**src/rtl/timer_irq_dev_if.sv**
```systemverilog
// Bus bundle between the CPU bridge (master) and the countdown timer (slave).
// Protocol: no valid/ready pair. A write is a single cycle with we=1, and it is
// accepted on that posedge. A read has no wait states: dout follows addr
// combinationally. irq is a level signal.
interface timer_irq_dev_if;
  logic [1:0]  addr;
  logic        we;
  logic [31:0] din;
  logic [31:0] dout;
  logic        irq;

  modport master (output addr, output we, output din, input dout, input irq);
  modport slave  (input addr, input we, input din, output dout, output irq);
endinterface

```
**src/rtl/timer_irq_dev.sv**
```systemverilog
// Memory-mapped countdown timer that drives one HWInt line into CP0.
// Register map (word select): 0 CTRL {IM,MODE[1:0],EN}, 1 PRESET, 2 COUNT (read-only), 3 reads 0.
// Mode 1 auto-reloads (periodic). Every other mode value is one-shot.
// Optional feature macro TIMER_PRESCALE_EN: the count only steps once every PRESCALE cycles.
// dbg_state_o exposes the FSM state for observation.
module timer_irq_dev #(
  parameter int unsigned PRESCALE = 4
) (
  input  logic                  clk,
  input  logic                  reset,
  timer_irq_dev_if.slave        bus,
  output logic [1:0]            dbg_state_o
);

  typedef enum logic [1:0] {
    S_IDLE = 2'd0,
    S_LOAD = 2'd1,
    S_CNT  = 2'd2,
    S_INT  = 2'd3
  } state_t;

  // A prescaler of zero would never produce a tick, so reject it at elaboration.
  if (PRESCALE < 1) begin : g_prescale_chk
    $error("timer_irq_dev: PRESCALE must be >= 1");
  end

  state_t      state_q, state_d;
  logic [3:0]  ctrl_q, ctrl_d;
  logic [31:0] preset_q, preset_d;
  logic [31:0] count_q, count_d;
  logic        flag_q, flag_d;
  logic        tick;

  wire ctrl_en    = ctrl_q[0];
  wire ctrl_im    = ctrl_q[3];
  wire periodic   = (ctrl_q[2:1] == 2'd1);
  wire wr_ctrl    = bus.we && (bus.addr == 2'd0);
  wire wr_preset  = bus.we && (bus.addr == 2'd1);

`ifdef TIMER_PRESCALE_EN
  localparam int unsigned PSC_W = (PRESCALE > 1) ? $clog2(PRESCALE) : 1;
  localparam logic [PSC_W-1:0] PSC_MAX = PSC_W'(PRESCALE - 1);

  logic [PSC_W-1:0] psc_q, psc_d;

  // Prescale counter: restarts on LOAD, advances only while actively counting.
  always_comb begin
    psc_d = psc_q;
    tick  = (psc_q == PSC_MAX);
    if (state_q == S_LOAD) begin
      psc_d = '0;
    end else if (state_q == S_CNT && ctrl_en) begin
      psc_d = tick ? '0 : psc_q + 1'b1;
    end
  end

  // Prescale counter register.
  always_ff @(posedge clk or negedge reset) begin
    if (!reset) psc_q <= '0;
    else        psc_q <= psc_d;
  end
`else
  // Without prescaling the count steps every cycle.
  always_comb begin
    tick = 1'b1;
  end
`endif

  // Next-state and register updates. Bus writes are applied last so that
  // software wins over FSM side effects (EN auto-clear, flag set).
  always_comb begin
    state_d  = state_q;
    ctrl_d   = ctrl_q;
    preset_d = preset_q;
    count_d  = count_q;
    flag_d   = flag_q;

    case (state_q)
      S_IDLE: begin
        if (ctrl_en) state_d = S_LOAD;
      end
      S_LOAD: begin
        count_d = preset_q;
        state_d = S_CNT;
      end
      S_CNT: begin
        if (!ctrl_en) begin
          state_d = S_IDLE;
        end else if (tick) begin
          if (count_q == 32'd0) begin
            state_d = S_INT;
            flag_d  = 1'b1;
          end else begin
            count_d = count_q - 32'd1;
          end
        end
      end
      S_INT: begin
        if (periodic) begin
          flag_d  = 1'b0;
          state_d = S_LOAD;
        end else begin
          ctrl_d[0] = 1'b0;
          state_d   = S_IDLE;
        end
      end
      default: state_d = S_IDLE;
    endcase

    if (wr_ctrl) begin
      ctrl_d = bus.din[3:0];
      flag_d = 1'b0;
    end
    if (wr_preset) begin
      preset_d = bus.din;
      flag_d   = 1'b0;
    end
  end

  // State and register file, asynchronously cleared.
  always_ff @(posedge clk or negedge reset) begin
    if (!reset) begin
      state_q  <= S_IDLE;
      ctrl_q   <= 4'd0;
      preset_q <= 32'd0;
      count_q  <= 32'd0;
      flag_q   <= 1'b0;
    end else begin
      state_q  <= state_d;
      ctrl_q   <= ctrl_d;
      preset_q <= preset_d;
      count_q  <= count_d;
      flag_q   <= flag_d;
    end
  end

  // Read mux and interrupt output. The flag is tracked even while IM masks it.
  always_comb begin
    case (bus.addr)
      2'd0:    bus.dout = {28'd0, ctrl_q};
      2'd1:    bus.dout = preset_q;
      2'd2:    bus.dout = count_q;
      default: bus.dout = 32'd0;
    endcase
    bus.irq     = ctrl_im & flag_q;
    dbg_state_o = state_q;
  end

endmodule

```
**src/flat_wrapper.sv**
```systemverilog
// flat-port wrapper written by rule: the top's interface ports become plain ports
module timer_irq_dev_flat 
#(
  parameter int unsigned PRESCALE = 4
)
  (clk, reset, dbg_state_o, bus_addr, bus_we, bus_din, bus_dout, bus_irq);
  timer_irq_dev_if bus_i ();
  input  logic clk;
  input  logic reset;
  output logic [1:0] dbg_state_o;
  input wire logic [$bits(bus_i.addr)-1:0] bus_addr;
  input wire logic [$bits(bus_i.we)-1:0] bus_we;
  input wire logic [$bits(bus_i.din)-1:0] bus_din;
  output wire logic [$bits(bus_i.dout)-1:0] bus_dout;
  output wire logic [$bits(bus_i.irq)-1:0] bus_irq;
  assign bus_i.addr = bus_addr;
  assign bus_i.we = bus_we;
  assign bus_i.din = bus_din;
  assign bus_dout = bus_i.dout;
  assign bus_irq = bus_i.irq;
  timer_irq_dev #(.PRESCALE(PRESCALE)) u_core (.clk(clk), .reset(reset), .bus(bus_i), .dbg_state_o(dbg_state_o));
endmodule
```
**config.mk**
```make
export PLATFORM = sky130hd
export DESIGN_NAME = timer_irq_dev_flat
export DESIGN_NICKNAME = d
export VERILOG_FILES = /design/src/rtl/timer_irq_dev_if.sv /design/src/rtl/timer_irq_dev.sv /design/src/flat_wrapper.sv
export SDC_FILE = /design/constraint.sdc
export NUM_CORES = 1
export LEC_CHECK = 0
export ABC_CLOCK_PERIOD_IN_PS = 2850
export BUFFER_PORTS_ARGS = -buffer_cell sky130_fd_sc_hd__buf_2
export CORE_UTILIZATION = 30
export DETAILED_ROUTE_END_ITERATION = 8
export GPL_TIMING_DRIVEN = 0
export PLACE_DENSITY = 0.59
export SYNTH_ARGS = -nofsm -noshare
export SYNTH_HDL_FRONTEND = slang
export SYNTH_SLANG_ARGS = --single-unit
```
**constraint.sdc**
```tcl
create_clock -name clk -period 2.85 [get_ports clk]
set_input_delay 0.1425 -clock clk [delete_from_list [all_inputs] [get_ports clk]]
set_output_delay 0.1425 -clock clk [all_outputs]
set_load 0.05 [all_outputs]
```
== Word-level counts from Yosys, hierarchy flattened ==
Index checks and enable logic that the tools add are counted.

* Memory bits (read-only): 0
* Latch bits: 0
* Logic and storage cells: 52
* Input bits: 37
* Output and inout port bits: 35
* Flip-flop bits (word level): 71
* Memories kept: 0
* Memory bits (writable): 0

* Bitwise logic cells: 1
* Shift operators: 0
* Order comparisons: 0
* Reductions and logical operators: 12
* Div/mod/pow operators: 0
* Equality and inequality tests: 14
* Add/sub/neg operators: 1
* Mux-type cells: 18
* Multipliers: 0

{| class="wikitable"
|+ Operators with widths
! operator !! count
|-
| $pmux 32 s3 || 1
|-
| $mux 32 || 2
|-
| $pmux 32 s2 || 1
|-
| $logic_not 32->1 || 1
|-
| $sub 32x1->32 const B || 1
|-
| $ne 4x1->1 const B || 3
|-
| $mux 1 || 9
|-
| $pmux 2 s4 || 1
|-
| $eq 2x1->1 const B || 3
|-
| $eq 2x2->1 const B || 3
|-
| $mux 2 || 3
|-
| $logic_not 2->1 || 2
|-
| $ne 2x1->1 const B || 2
|-
| $ne 2x2->1 const B || 2
|-
| $reduce_and 2->1 || 2
|-
| $reduce_and 4->1 || 1
|-
| $reduce_bool 2->1 || 2
|-
| $reduce_bool 4->1 || 1
|-
| $ne 3x3->1 const B || 1
|-
| $reduce_and 3->1 || 1
|-
| $logic_and 1x1->1 || 2
|-
| $pmux 1 s2 || 1
|-
| $and 1x1->1 || 1
|}

== Depth between registers and ports, before layout ==
Gate-level depths: netlist (run 1).

* Word-level depth: 6
* Gate-level depth with buffers: 10
* Mapped depth without buffers: 8

== Least setup slack after synthesis (run 1) ==
No wires, ideal clock.

* Path type: reg2reg
* From: register u_core.count_q[0]
* To: register u_core.count_q[9]
* Data arrival time: 2.425 ns
* Stages on the path, launching flop included: 10
* Buffers on the path: 1
* Slack: 0.299 ns
* Clock period less this slack: 2.551 ns
* Required time: 2.724 ns
* Cell sequence: dfrtp_1 inv_1 ha_1 or3b_1 or4_4 o31ai_4 buf_6 nor2_4 and2_0 o32a_1

* Longest elaborated chain between the ends: 4
* Elaborated cells between the ends (all ways): 7
* Classes of those cells: add/sub (1); eq/ne (1); mux (3); reduce/logical (2)

{| class="wikitable"
|+ RTL lines
! what !! line !! text
|-
| from (decl) || timer_irq_dev.sv:30 || <nowiki>logic [31:0] count_q, count_d;</nowiki>
|-
| from (signal assigned) || timer_irq_dev.sv:132 || <nowiki>count_q <= count_d;</nowiki>
|-
| $sub 32x1->32 || timer_irq_dev.sv:94 || <nowiki>count_d = count_q - 32'd1;</nowiki>
|-
| $mux 32 || timer_irq_dev.sv:90 || <nowiki>if (count_q == 32'd0) begin</nowiki>
|-
| $mux 32 || timer_irq_dev.sv:87 || <nowiki>if (!ctrl_en) begin</nowiki>
|-
| $pmux 32 s2 || timer_irq_dev.sv:78 || <nowiki>case (state_q)</nowiki>
|}

Parallel ways exist; a longest one is shown, timed or not. The select of a mux whose other input is x is not followed.
A chain may end at the register's enable or synchronous reset.

== Final worst setup path (run 1) ==
* From: register u_core.count_q[0]
* To: register u_core.count_q[19]

Same word-level chain as after synthesis.

==> key figures, run 1 <==
Timing
  – RSZ-0062 raised after global routing: false
  – Worst setup margin: 0.122 ns
  – Post-route clock period utilization: 0.957
  – Slew Limit Fails: 0
  – Clk_skew: 0.00907 ns
  – Worst-Margin Slew: 1.06 ns
  – Highest Clock Rate: 0.367 GHz
  – Final count of hold timing violations: 0
  – # setup viols final: 0
  – Worst slew margin: 0.290
  – Post-layout min period: 2.73 ns

Clock tree
  – H-tree Lvls: 3
  – Clk buf depth: 2
  – Clock transition at path regs: 0.06 ns
  – Clock Latency Late Sink: 0.34 ns
  – Total CTS buffers: 9
  – Root Buffer: clkbuf_16
  – CTS tree: done
  – Clock Sinks: 71

Yosys
  – Syn Area/Cell: 10.1 sq um
  – Distinct cells, synth: 59
  – Top_reg_cell synth: dfrtp_1
  – Synth Cell Area: 0.00410 sq mm
  – Gate Count Post-Synth: 408
  – Synth async-reset ratio: 1.00
  – Sequential area share after synthesis: 0.433
  – Synthesized flop and latch total: 71
  – Ys Warns: 0
  – Post-Syn Nets: 450
  – EDFF count, synth: 0

Critical path
  – Worst path bufs/invs: 2
  – Crit-path max cell delay: 0.50 ns
  – Largest delay contributor family on the critical path: simple AND/OR/NAND/NOR gates
  – Crit Path Class: register to register
  – Worst Path Arrival: 2.95 ns
  – CP endpoint kind: register
  – Worst Path Required: 3.07 ns
  – Max FO, Critical Path: 6
  – CP startpoint kind: register
  – Crit-path cells: inv_1, ha_1, or3b_4, or4_4, o31ai_4, buf_6, or2_4, nor3_1, o32a_1
  – Slowest CP cell: or4_4

Power
  – Reg power frac: 0.313
  – Pleak: 2.10 nW
  – Sw Ratio: 0.467
  – Switching pwr: 2.69 mW
  – Cell Int Power: 3.06 mW
  – Peak supply drop: 0.569 mV
  – Clock Power Share: 0.198
  – Power per standard cell area: 1130 mW/mm^2
  – Logic pwr share: 0.489

Placed design
  – GP Congestion: 0.868
  – Pre-CTS WS: -0.136 ns
  – Post-DP Area: 0.00470 sq mm
  – Buffers on Ports: 70
  – Hpwl dp: 9590 um

Layout
  – # nets final: 541
  – Number of diodes: 0
  – Final core utilization: 0.384
  – Most frequent cells in the layout: dfrtp_1, buf_2, nand2_1
  – Share of post-route cells with drive strength above 1: 0.298
  – Area Overhead vs Synth: 24.4%
  – Most common cell after layout, fill and taps aside: dfrtp_1
  – Fin area: 0.00510 sq mm

Routing
  – Routed wire length: 13500 um
  – Routed Antenna Nets: 0
  – Initial DRC Count: 292
  – Drt wl/cell: 19.8 um
  – Via count: 3846
  – DRC viols: 0
  – DRT Pass-1 Iters: 5
  – Vias/cell: 5.66

Floorplanning
  – CORE AREA: 0.0133 sq mm
  – Die Span Y: 119 um
  – Die W: 119 um
  – Top-level I/O count: 72
  – Rows: 42
  – DIE AREA: 0.0141 sq mm
  – Initial cell density of the core: 0.308

Outcome
  – Outcome: finished, final reports clean

Global route
  – Pin count of the biggest net entering global routing: 51
  – Total gr overflow: 0
  – First-pass GRT wire length: 21300 um
  – Antenna violations before repair: 0
  – Tot GR Track Use: 0.198
  – Vias in the first global route: 3823

Hold path
  – Worst min path class: input port to register

Job
  – Max cap viols: 0
-- cells in the mapped netlist (7+ instances only) --
cell type	count	area (sq um)
clkbuf_1	20	75.1
nand2_1	39	146
o21ai_0	20	100
dfrtp_1	71	1780
mux2i_1	7	70.1
mux2_2	36	405
nor3_1	10	50.1
nor2_1	21	78.8
nor4_1	10	62.6
o22ai_1	7	43.8
a21oi_1	20	100
inv_1	8	30.0
a22o_1	28	245
-- through the flow --
stage	instances	power [mW]	hold WS, ns	setup TNS [ns]
after floorplan	408	3.68	-0.153	0
after global placement	654	4.45	0.345	-0.219
after detailed placement	655	4.53	0.0646	-0.499
after CTS	673	5.69	0.0205	0
after global routing	680	6.11	0.0246	0
final	680	5.75	0.0254	0
-- power by group through the flow --
stage,Sequential [mW],Combinational [mW],Clock (mW)
6_report,1.80,2.82,1.14
4_1_cts,1.78,2.76,1.16
3_3_place_gp,1.78,2.67,0
2_1_floorplan,1.72,1.96,0
3_5_place_dp,1.80,2.73,0
5_1_grt,1.85,3.05,1.20
-- registers in the layout, summed over array words and instances (netlist names) --
| signal | cells |
|---|---|
| u_core.count_q | 32 |
| u_core.ctrl_q | 4 |
| u_core.dbg_state_o | 2 |
| u_core.flag_q | 1 |
| u_core.preset_q | 32 |
-- area by class of cell --
cell class / count / area, sq um
Buffer: 26 / 114
Clock buffer: 13 / 250
Clock inverter: 3 / 42.5
Fill cell: 1359 / 8190
Inverter: 9 / 33.8
Multi-Input combinational cell: 302 / 2210
Sequential cell: 71 / 1780
Tap cell: 176 / 220
Timing Repair Buffer: 80 / 450
-- final timing paths --
path	startpoint	to	slack (ns)	depth (start not counted)
max in group asynchronous	reset	u_core.preset_q[14]$_DFFE_PN0P_	2.05	3
worst max-delay path	u_core.count_q[0]$_DFFE_PN0P_	u_core.count_q[19]$_DFFE_PN0P_	0.12	9
worst max register to register	u_core.count_q[0]$_DFFE_PN0P_	u_core.count_q[19]$_DFFE_PN0P_	0.12	9
worst min-delay path	bus_din[29]	u_core.preset_q[29]$_DFFE_PN0P_	0.03	2
worst min register to register	u_core.preset_q[22]$_DFFE_PN0P_	u_core.count_q[22]$_DFFE_PN0P_	0.52	2
min in group asynchronous	reset	u_core.preset_q[26]$_DFFE_PN0P_	0.24	2
-- cell families after synthesis --
group,Yosys count,share of synthesized area
flip-flops,71,0.433
multiplexers,43,0.116
adder cells (fa/ha/maj),5,0.0153
XOR/XNOR,1,0.00214
AO/OA/AOI/OAI,127,0.230
buffers and inverters,35,0.0357
AND/OR/NAND/NOR,126,0.167
-- metal layers --
layer | vias up | global-route usage | part of all wire
met3 | 15 | 0.0445 | 0.077
met5 | - | 0 | 0
met1 | 1916 | 0.273 | 0.45
li1 | 1759 | - | -
met2 | 156 | 0.313 | 0.46
met4 | 0 | 0.0475 | 0.012
-- timing repair --
item,in CTS,in global routing
setup buffers,0,6
hold buffers,2,0
endpoints found under the setup margin,14,23
cloned,0,1
resized for setup,4,6
pin swaps,0,4
endpoints found under the hold margin,22,0
No activity file was read; power rests on OpenSTA's default activity.
==> run 2, diff against run 1 <==
CORE_MARGIN = 5   (was unset)
==> run 2 against run 1 <==
Effect of this change: first-iteration DRC count rose by 27%; clock-buffer cell count fell by 1; largest power group unchanged; global-route usage fell by 3.4 points; maximum frequency fell by 2.3%; sequential power barely moved; combinational power fell by 2%; cell count fell by 1.0%; routed wire length fell by 2.5%; largest cell class unchanged; clock skew fell by 0.00079 ns; clock power barely moved.
==> key figures, run 2 (synthesized netlist as in run 1, its figures left out) <==
Hold path
  – Hold Crit Start: bus_we
  – Hold path cells: 2
  – Worst min path class: input port to register
  – Hold endpoint: u_core.flag_q$_DFFE_PN0P_

Layout
  – Fin cells: 673
  – Most frequent cells in the layout: dfrtp_1, buf_2, nand2_1
  – Largest registers: u_core.count_q x32, u_core.preset_q x32, u_core.ctrl_q x4
  – Seq. cell area: 0.00178 sq mm
  – Filler instances: 1368
  – Final core utilization: 0.379
  – Area Overhead vs Synth: 23.4%
  – Multi-input logic area: 0.00222 sq mm
  – # nets final: 535
  – Number of diodes: 0
  – Share of post-route cells with drive strength above 1: 0.296
  – Most common cell after layout, fill and taps aside: dfrtp_1

Critical path
  – Worst path bufs/invs: 0
  – Crit-path max cell delay: 0.67 ns
  – FF-to-FF Start: u_core.count_q[1]$_DFFE_PN0P_
  – FF-to-FF path depth: 6
  – Reg-to-reg endpoint: u_core.count_q[29]$_DFFE_PN0P_
  – Worst Path Arrival: 3.02 ns
  – Crit Path Class: register to register
  – Reg2Reg Setup Slack: 0.06 ns
  – Max FO, Critical Path: 8
  – Crit-path cells: or4_1, nor4_4, nand2_1, nor4_1, a31oi_1, o22a_1
  – CP startpoint kind: register
  – Slowest CP cell: or4_1
  – Worst Path Required: 3.08 ns
  – CP endpoint kind: register
  – Largest delay contributor family on the critical path: simple AND/OR/NAND/NOR gates

Timing
  – Clk_skew: 0.00828 ns
  – Worst-Margin Slew: 0.951 ns
  – Slew Limit Fails: 0
  – Post-layout min period: 2.79 ns
  – Fin Setup TNS: 0 ns
  – Final count of hold timing violations: 0
  – Post-route clock period utilization: 0.980
  – Highest Clock Rate: 0.358 GHz
  – Worst setup margin: 0.0569 ns
  – RSZ-0062 raised after global routing: true
  – Worst slew margin: 0.364
  – # setup viols final: 0

Global route
  – First-pass GRT wire length: 20700 um
  – Tot GR Track Use: 0.164
  – Total gr overflow: 0
  – Pin count of the biggest net entering global routing: 38
  – Antenna violations before repair: 0
  – Vias in the first global route: 3750

Job
  – Max cap viols: 0

Floorplanning
  – Initial cell density of the core: 0.307
  – DIE AREA: 0.0161 sq mm
  – CORE AREA: 0.0133 sq mm
  – Top-level I/O count: 72
  – Die W: 127 um
  – Die Span Y: 127 um
  – Rows: 42

Placed design
  – Hpwl dp: 9440 um
  – GP Congestion: 0.885
  – Dpl cells: 655
  – Pre-CTS WS: -0.0785 ns
  – Buffers on Ports: 70

Routing
  – Drt wl/cell: 19.5 um
  – Routed Antenna Nets: 0
  – DRT Pass-1 Iters: 5
  – Routed wire length: 13100 um
  – DRC viols: 0
  – Vias/cell: 5.58
  – Initial DRC Count: 370
  – Via count: 3752

Clock tree
  – Root Buffer: clkbuf_16
  – Clk buf depth: 2
  – Clock Sinks: 71
  – Clock Latency Late Sink: 0.34 ns
  – Total CTS buffers: 9
  – CTS tree: done
  – Clock transition at path regs: 0.06 ns
  – H-tree Lvls: 3

Power
  – Pleak: 2.07 nW
  – Power per standard cell area: 1130 mW/mm^2
  – Power Total: 5.72 mW
  – Peak supply drop: 0.616 mV

Outcome
  – Outcome: finished, final reports clean
==> run 2: cell type report <==
class                      instances  share of cell area
tap                              176              0.0435
timing repair buffer              74              0.0781
inverter                           9             0.00667
multi-input combinational        302               0.439
sequential                        71               0.351
clock buffer                      12              0.0507
buffer                            26              0.0222
clock inverter                     3             0.00841
==> run 2: through the flow <==
step | hold WS (ns) | cell area, sq um
6_report | 0.0198 | 5060
5_1_grt | 0.0263 | 5060
4_1_cts | 0.0167 | 5010
3_5_place_dp | 0.129 | 4690
3_3_place_gp | 0.368 | 4670
2_1_floorplan | -0.153 | 4100
==> run 2: power breakdown <==
| group | internal (mW) | total [mW] | switching (mW) |
|---|---|---|---|
| logic | 0.994 | 2.76 | 1.77 |
| registers | 1.37 | 1.82 | 0.444 |
| clock network | 0.719 | 1.14 | 0.422 |
| total | 3.08 | 5.72 | 2.63 |
==> run 2: repair_timing <==
action | CTS | global route
cloned | 0 | 1
gates resized for setup | 3 | 6
pin swaps | 0 | 2
buffers inserted | 0 | 1
endpoints found under the setup margin | 7 | 27
hold buffers | 1 | 0
hold endpoints to repair | 34 | 0
==> run 2: how the worst max path moves through the flow <==
stage                                   from                             end  cells past startpoint
2_1_floorplan  u_core.count_q[0]$_DFFE_PN0P_   u_core.count_q[9]$_DFFE_PN0P_                      9
5_1_grt        u_core.count_q[7]$_DFFE_PN0P_  u_core.count_q[23]$_DFFE_PN0P_                      6
3_5_place_dp   u_core.count_q[0]$_DFFE_PN0P_  u_core.count_q[29]$_DFFE_PN0P_                      9
3_3_place_gp   u_core.count_q[0]$_DFFE_PN0P_  u_core.count_q[29]$_DFFE_PN0P_                      9
6_report       u_core.count_q[1]$_DFFE_PN0P_  u_core.count_q[29]$_DFFE_PN0P_                      6
4_1_cts        u_core.count_q[0]$_DFFE_PN0P_  u_core.count_q[19]$_DFFE_PN0P_                      9
==> run 2: routing by layer <==
layer	vias to the layer above	share of wire	global-route usage
li1	1743	-	-
met1	1827	0.44	0.220
met2	161	0.45	0.251
met4	0	0.022	0.0454
met5	-	0	0
met3	21	0.086	0.0572
==> run 2: worst register-to-register path: cells and delay by family, from the launching register on <==
kind	cells	cell delay, ns
and+or+nand+nor	4	1.90
DFF	1	0.42
AOI/OAI and AO/OA	2	0.37
==> run 3, diff against run 2 <==
ABC_CLOCK_PERIOD_IN_PS = unset   (was 2850)
PLACE_DENSITY = 0.61   (was 0.59)
clock period = 2.3 ns   (was 2.85 ns; I/O delays follow)
==> run 3 against run 2 <==
Effect of this change: hold slack worse by 0.018 ns; cell count is 7.3% higher; combinational power is 57% higher; die area stayed put; core utilization is 5.1 points higher; total power is 40% higher; non-clock buffer count is 47 higher; critical path type unchanged; via count is 9.1% higher; critical endpoint is now u_core.count_q[19]$_DFFE_PN0P_; global-route usage is 0.95 points higher; maximum frequency is 10% higher; largest power group unchanged; the flow now finishes with violations (setup timing); flip-flop and latch count stayed put; clock-buffer cell count is 3 higher.
==> key figures, run 3 (synthesized netlist as in run 1, its figures left out) <==
Outcome
  – Outcome: finished, violations left
  – Failing checks: setup timing

Placed design
  – Hpwl dp: 9420 um
  – Buffers on Ports: 70
  – GP Congestion: 0.878
  – Dpl cells: 655
  – Pre-CTS WS: -0.542 ns
  – Post-DP Area: 0.00472 sq mm

Layout
  – Number of diodes: 0
  – Final core utilization: 0.430
  – # nets final: 583
  – Most frequent cells in the layout: buf_2, dfrtp_1, mux2_2
  – Area Overhead vs Synth: 40.1%
  – Share of post-route cells with drive strength above 1: 0.434
  – Fin area: 0.00575 sq mm
  – Most common cell after layout, fill and taps aside: buf_2
  – Largest registers: u_core.count_q x32, u_core.preset_q x32, u_core.ctrl_q x4
  – Fin cells: 722

Critical path
  – Worst Path Arrival: 2.76 ns
  – Worst Path Required: 2.52 ns
  – Max FO, Critical Path: 6
  – Crit Path Class: register to register
  – CP startpoint kind: register
  – CP endpoint kind: register

Clock tree
  – CTS tree: done
  – Root Buffer: clkbuf_16
  – Total CTS buffers: 9
  – Clock Latency Late Sink: 0.34 ns
  – Clock Sinks: 71
  – H-tree Lvls: 3
  – Clk buf depth: 2
  – Clock transition at path regs: 0.06 ns

Timing
  – Slew Limit Fails: 0
  – Clk_skew: 0.0121 ns
  – Worst setup margin: -0.238 ns
  – Post-layout min period: 2.54 ns
  – Highest Clock Rate: 0.394 GHz
  – Final count of hold timing violations: 0
  – # setup viols final: 32
  – RSZ-0062 raised after global routing: true
  – Worst slew margin: 0.460
  – Worst-Margin Slew: 0.809 ns
  – Post-route clock period utilization: 1.10

Routing
  – DRT Pass-1 Iters: 5
  – DRC viols: 0
  – Vias/cell: 5.67
  – Routed Antenna Nets: 0
  – Via count: 4092
  – Drt wl/cell: 19.8 um
  – Initial DRC Count: 403
  – Routed wire length: 14300 um

Power
  – Pleak: 2.42 nW
  – Peak supply drop: 0.598 mV
  – Power per standard cell area: 1400 mW/mm^2
  – Power Total: 8.02 mW

Global route
  – Pin count of the biggest net entering global routing: 70
  – Antenna violations before repair: 0
  – Tot GR Track Use: 0.173
  – Total gr overflow: 0
  – First-pass GRT wire length: 21800 um
  – Vias in the first global route: 4037

Floorplanning
  – CORE AREA: 0.0133 sq mm
  – Rows: 42
  – Top-level I/O count: 72
  – Die W: 127 um
  – Die Span Y: 127 um
  – Initial cell density of the core: 0.307
  – DIE AREA: 0.0161 sq mm

Job
  – Max cap viols: 0

Hold path
  – Worst min path class: input port to register
==> run 3: changes by cell type in the layout (fill, tap and decap cells not counted), moves of 5 or more <==
cell and delta:
nand2_1 -5, buf_6 +11, dlygate4sd3_1 +6, a21oi_1 -6, a21oi_2 +6, buf_4 +29
clkbuf_1 -7, clkbuf_2 +6, o21ai_0 -6
==> run 3: stage by stage <==
stage	hold slack (ns)	setup TNS, ns
floorplan	-0.181	-1.49
global placement	0.324	-17.68
detailed placement	-0.0775	-18.16
CTS	0.000366	-4.23
global route	0.00466	-7.21
finish	0.00174	-5.10
==> run 3: path summary, 6_finish.rpt <==
path / to / from / slack (ns) / depth (start not counted)
worst max-delay path: u_core.count_q[19]$_DFFE_PN0P_ / u_core.count_q[7]$_DFFE_PN0P_ / -0.24 / 7
worst min-delay path: u_core.preset_q[29]$_DFFE_PN0P_ / bus_din[29] / 0.002 / 2
worst max register to register: u_core.count_q[19]$_DFFE_PN0P_ / u_core.count_q[7]$_DFFE_PN0P_ / -0.24 / 7
worst min register to register: u_core.count_q[22]$_DFFE_PN0P_ / u_core.preset_q[22]$_DFFE_PN0P_ / 0.52 / 2
max in group asynchronous: u_core.dbg_state_o[0]$_DFFE_PN0P_ / reset / 1.65 / 3
min in group asynchronous: u_core.preset_q[9]$_DFFE_PN0P_ / reset / 0.11 / 2
==> run 3: area by class of cell <==
class | count | area, sq um
Buffer | 26 | 125
Clock buffer | 15 | 308
Clock inverter | 1 | 7.51
Fill cell | 1318 | 7600
Inverter | 9 | 37.5
Multi-Input combinational cell | 303 | 2430
Sequential cell | 71 | 1780
Tap cell | 176 | 220
Timing Repair Buffer | 121 | 831
==> run 3: routing by layer <==
layer | track usage | vias to the layer above | share of wire
met5 | 0 | - | 0
met3 | 0.0395 | 41 | 0.084
met2 | 0.268 | 213 | 0.46
met4 | 0.0808 | 0 | 0.033
li1 | - | 1842 | -
met1 | 0.231 | 1996 | 0.43
==> run 3: power breakdown <==
group | switching (mW) | internal, mW
clock | 0.530 | 0.907
combinational | 2.57 | 1.75
sequential | 0.566 | 1.70
==> run 3: timing repair <==
item	4_1_cts	5_1_grt
gates resized for setup	51	34
hold buffers	7	0
buffers inserted	30	13
pin swaps	10	23
cloned	2	2
endpoints found under the setup margin	55	45
hold endpoints to repair	77	0
==> run 3: critical path, stage by stage, from the launching register on <==
cell and delay (ns):
dfrtp_2 0.41, or4_4 0.52, or4_4 0.54, o31ai_4 0.26, buf_6 0.19, or2_4 0.16, nor3_1 0.06, o32a_1 0.28
